File: src/rtl/handshake_skid_slice.sv
// Two-entry valid/ready skid buffer. Every output comes straight from a flop,
// so there is no combinational path between the two handshake sides.
module handshake_skid_slice #(
  parameter int unsigned DATA_W = 1
) (
  input  logic              clk,
  input  logic              rst_n,
  input  logic              valid_i,
  input  logic [DATA_W-1:0] data_i,
  input  logic              ready_i,
  output logic              ready_o,
  output logic              valid_o,
  output logic [DATA_W-1:0] data_o
);

  // State bits are {main_v, skid_v}; 2'b01 cannot be reached.
  localparam logic [1:0] ST_EMPTY = 2'b00;
  localparam logic [1:0] ST_BUSY  = 2'b10;
  localparam logic [1:0] ST_FULL  = 2'b11;

  logic [1:0]        state_q;
  logic [1:0]        state_d;
  logic [DATA_W-1:0] main_d;
  logic [DATA_W-1:0] main_d_nxt;
  logic [DATA_W-1:0] skid_d;
  logic [DATA_W-1:0] skid_d_nxt;
  logic              accept_c;
  logic              emit_c;

  assign accept_c = valid_i & ~state_q[0];
  assign emit_c   = ready_i & state_q[1];

  // Next-state and datapath steering; data_i is only captured on an accept.
  always_comb begin
    state_d    = state_q;
    main_d_nxt = main_d;
    skid_d_nxt = skid_d;
    case (state_q)
      ST_EMPTY: begin
        if (accept_c) begin
          main_d_nxt = data_i;
          state_d    = ST_BUSY;
        end
      end
      ST_BUSY: begin
        if (accept_c && emit_c) begin
          main_d_nxt = data_i;
        end else if (accept_c) begin
          skid_d_nxt = data_i;
          state_d    = ST_FULL;
        end else if (emit_c) begin
          state_d    = ST_EMPTY;
        end
      end
      ST_FULL: begin
        if (emit_c) begin
          main_d_nxt = skid_d;
          state_d    = ST_BUSY;
        end
      end
      default: state_d = ST_EMPTY;
    endcase
  end

  always_ff @(posedge clk) begin
    if (!rst_n) begin
      state_q <= ST_EMPTY;
      main_d  <= '0;
      skid_d  <= '0;
    end else begin
      state_q <= state_d;
      main_d  <= main_d_nxt;
      skid_d  <= skid_d_nxt;
    end
  end

  assign valid_o = state_q[1];
  assign ready_o = ~state_q[0];
  assign data_o  = main_d;

endmodule

File: config.mk
export PLATFORM = sky130hd
export DESIGN_NAME = handshake_skid_slice
export DESIGN_NICKNAME = d
export VERILOG_FILES = /design/src/rtl/handshake_skid_slice.sv
export SDC_FILE = /design/constraint.sdc
export NUM_CORES = 1
export LEC_CHECK = 0
export ABC_AREA = 0
export ABC_CLOCK_PERIOD_IN_PS = 1800
export BUFFER_PORTS_ARGS = -buffer_cell sky130_fd_sc_hd__clkbuf_2
export CAP_MARGIN = 20
export CORE_AREA = 2 2 39 41
export DETAILED_ROUTE_END_ITERATION = 6
export DIE_AREA = 0 0 41 43
export GPL_TIMING_DRIVEN = 0
export SETUP_SLACK_MARGIN = 0.02
export SLEW_MARGIN = 20
export SYNTH_ARGS = -nofsm -noshare
export SYNTH_HDL_FRONTEND = slang
export SYNTH_SLANG_ARGS = --single-unit
File: constraint.sdc
create_clock -name clk -period 1.8 [get_ports clk]
set_input_delay 0.36 -clock clk [delete_from_list [all_inputs] [get_ports clk]]
set_output_delay 0.36 -clock clk [all_outputs]
set_load 0.02 [all_outputs]
-- After elaboration in Yosys (flattened, before gate mapping)
Index checks and enable logic that the tools add are counted.
- eq/ne operators: 7
- mux-type cells: 10
- reductions and logical operators: 6
- bitwise gates (word level): 4
- operators with widths (operator ; count):
    two-way mux 2 bit ; 5
    != test 2 bit, second input constant ; 4
    AND reduction 4 bit ; 2
    one-hot mux 2 bit (3 select lines) ; 1
    == test 2 bit, second input constant ; 2
    two-way mux 1 bit ; 3
    != test 3 bit, second input constant ; 1
    one-hot mux 1 bit (3 select lines) ; 1
    AND reduction 3 bit ; 1
    nonzero test 3 bit ; 1
    bitwise AND 1 bit ; 2
    logical NOT 2 bit ; 1
    NOT 1 bit ; 2
    logical AND 1 bit ; 1
- register bits after elaboration: 4
- bits of input ports: 5
- logic and storage cells: 30

-- Longest topological paths before layout
- depth after elaboration: 5
- mapped depth: 6
- mapped depth without buffers: 6

-- Worst setup path before layout
OpenSTA, ideal clock, no wires.
- path type: flip-flop to flip-flop
- start point: register state_q[1]
- end point: register main_d (netlist: data_o)
- data arrival time: 1452 ps
- path slack: 226 ps
- clock period less this slack: 1574 ps
- stages on the path, launching flop included: 6
- required time: 1678 ps
- cell sequence: dfxtp_1 -> inv_1 -> ha_1 -> nor2_1 -> a41oi_1 -> o311a_1
- cells in the longest elaborated chain, start to end: 4
- elaborated cells between the ends (all ways): 11
- classes of those cells: 5 x eq/ne; 1 x mux; 1 x bitwise; 4 x reduce/logical
- ends and longest elaborated chain (element ; RTL line ; text):
    from (decl) ; 21 ; logic [1:0] state_q;
    from (signal assigned) ; 71 ; state_q <= state_d;
    bitwise AND 1 bit ; 31 ; assign emit_c = ready_i & state_q[1];
    logical AND 1 bit ; 46 ; if (accept_c && emit_c) begin
    != test 2 bit (no line) ; -- ;
    AND reduction 4 bit (no line) ; -- ;
    to (signal assigned) ; 72 ; main_d <= main_d_nxt;
    to (decl) ; 23 ; logic [DATA_W-1:0] main_d;
Parallel ways exist; a longest one is shown, timed or not.
A chain may end at the register's enable or synchronous reset.

-- Worst setup path in the final report
Ends and elaborated chain as after synthesis.

==> out/metrics.csv <==
metric;value;unit
Synthesis Warnings;0;
drt drc;0;
FF+latch area;80.08;µm²
synth top area cells;dfxtp_1 26%, ha_1 20%, mux2i_1 9.7%, nor2b_1 4.0%, mux2_2 3.6%;
most frequent cell after synthesis;ha_1;
RSZ-0062 raised after global routing;false;
worst path cell trace;inv_1, ha_1, nor2_1, a41oi_1, o311a_1;
Clock Sinks;4;
syn nets;43;
fill count;168;
Inserted Clock Buffers;3;
die height;43;µm
Clk pwr share;0.207;
area of the multi-input gates;222.7;µm²
Cell Int Power;311.6;µW
switch share;0.4023;
Initial Util;0.2242;
Worst R2R Setup Slack;0.27;ns
post-route ant nets;0;
GRT Util Overall;0.06627;
CTS H-Tree Depth;1;
pins over their slew limit;0;
die area;1763;µm²
Hold Crit Depth;3;
Max clock buf depth;2;
WL final;529;µm
CP Data Required Time;1.91;ns
Rel. slew slack;0.8137;
Final setup viols;0;
xor-xnor portion of the synthesized cell area;0.02823;
post-synthesis compound-gate area fraction;0.1573;
Reg2Reg Depth;5;
crit path setup slack, layout;0.2719;ns
mux cell area share after synthesis;0.1331;
crit-path max FO;8;
DR WL/cell;8.966;µm
vias per cell;4.593;
design area;387.9;µm²
DRT Pass-1 Iters;2;
FP Rows;14;
critical path launch point type;register;
Iter 0 DRT Violations;1;
logic gate share of total power;0.507;
HPWL after DPL;462.3;µm
# hold bufs at CTS;0;
TritonCTS clock tree;done;
routed via count;271;
max-cap violations;0;
P per Cell Area;1344;nW/µm²
reg-to-reg startpoint;state_q[1];
initial antenna violation count;0;
largest net degree at the start of global routing;9;
port bufs;7;
Crit-path slowest cell;dfxtp_1;
# IOs;8;
Worst Setup End Kind;register;
fmax;654.4;MHz
layout cells sized above 1;0.3023;
worst vdd ir;0.2725;mV
CP Class;reg2reg;
vias in the first global route;223;
post_cts resized;0;
Nets;55;
Min Hold Slack;0.4043;ns
Yosys reg bits;4;
Mean Syn Cell Area;9.403;µm²
shortest period the worst path allows;1.528;ns
Cells after Synth;33;
post-synth top area cell;dfxtp_1;
Sw Pwr;209.8;µW
Post-Synth Simple-Gate Area;0.1976;
dpl ws;0.2538;ns
Post-Synth Adder-Cell Area;0.2016;
Critical Path Start;state_q[1];
Area Overhead vs Synth;25.00;%
largest stage delay on the critical path;0.47;ns
postcts setup bufs;0;
Post-synth EDFFs;0;
status;finished clean;
placed cell area;365.4;µm²
Synth async-reset ratio;0;
Static Leak;0.0001815;µW
Synth Flop Type;dfxtp_1;
worst min path class;in2reg;
GP Congestion;0.6342;
first-pass GRT wire length;821;µm
final hold vios;0;
synth cell count leaders;5 x ha_1, 4 x dfxtp_1, 3 x mux2i_1, 3 x nand2_1;
total core area;1384;µm²
share of power burned in registers;0.286;
final setup skew;0.0003092;ns
Worst-path clk slew;0.04;ns
Die Wd;41;µm
post-layout power;521.4;µW
root buf cell;clkbuf_4;
Worst Tran Pin Value;0.2791;ns
Post-Syn Area;310.3;µm²
largest family of logic cells by synthesized area;adder cells;
Netlist cell types;20;
Final Cycle Share;0.8490;
Worst Setup EP;data_o;
worst path arrival time;1.64;ns
Yosys top cell area share;0.2581;
worst reg2reg endpoint;data_o;
final setup TNS;0;ns
sequential area share after synthesis;0.2581;
clk_lat worst skew;0.23;ns
antenna cell count;0;
total grt overflow;0;
## layout make-up
type                            count  share of cell area
Multi-Input combinational cell     27              0.5742
Timing Repair Buffer                7             0.09032
Tap cell                           16             0.05161
Clock buffer                        3             0.05806
Sequential cell                     4              0.2065
Inverter                            2             0.01935
## power by group through the flow
stage | Sequential (µW) | Clock, µW | Combinational, µW
after detailed placement | 152 | 0 | 269
final | 149 | 108 | 264
after global routing | 155 | 125 | 293
after CTS | 151 | 113 | 271
after global placement | 151 | 0 | 266
after floorplan | 172 | 0 | 182
## sequential cells by signal, summed over array words and instances (netlist names)
| name | count |
|---|---|
| skid_d | 1 |
| state_q | 2 |
| data_o | 1 |
## how the worst min path moves through the flow
stage | endpoint | slack [ns] | from
finish | skid_d | 0.40 | data_i
global route | skid_d | 0.42 | data_i
detailed placement | skid_d | 0.51 | skid_d
floorplan | skid_d | 0.48 | skid_d
CTS | skid_d | 0.40 | data_i
global placement | skid_d | 0.50 | skid_d
## layout by cell type, fill, tap and decap left out
cell type,synthesis,layout
o21bai_1,1,1
clkbuf_4,0,3
ha_1,5,5
nand3b_1,1,1
a41oi_1,1,1
nand3_1,1,1
mux2_2,1,1
a21oi_1,1,1
nand2_1,3,3
mux2i_1,3,3
dfxtp_1,4,4
nor2_1,1,1
nand2_2,1,1
xnor2_1,1,1
or3b_1,1,1
clkbuf_2,0,7
a21oi_2,1,1
nand2b_1,1,1
inv_1,2,2
o311a_1,1,1
a22o_1,1,1
nor2b_1,2,2
## critical path, delay by kind of cell (launching register included)
kind            cells  cell delay [ns]
flops               1             0.47
compound gates      2             0.42
fa+ha+maj           1             0.32
buf+inv             1             0.10
simple gates        1             0.10
## metal layers
metal	GRT usage	up-vias	share of wire
li1	-	145	-
met1	0.07717	124	0.44
met2	0.1125	2	0.54
met3	0	0	0.021
met4	0.04000	0	0
met5	0	-	0
## stage by stage
| step | cells | utilization |
|---|---|---|
| after floorplan | 33 | - |
| after global placement | 56 | 0.2640 |
| after detailed placement | 56 | 0.2640 |
| after CTS | 59 | 0.2803 |
| after global routing | 59 | 0.2803 |
| final | 59 | 0.2803 |
## kinds of logic after synthesis
logic type,after synthesis
simple gates,11
compound gates,6
fa+ha+maj,5
mux,4
flops,4
buf+inv,2
xor+xnor,1
Note: power is estimated with default switching activity, not from simulation.
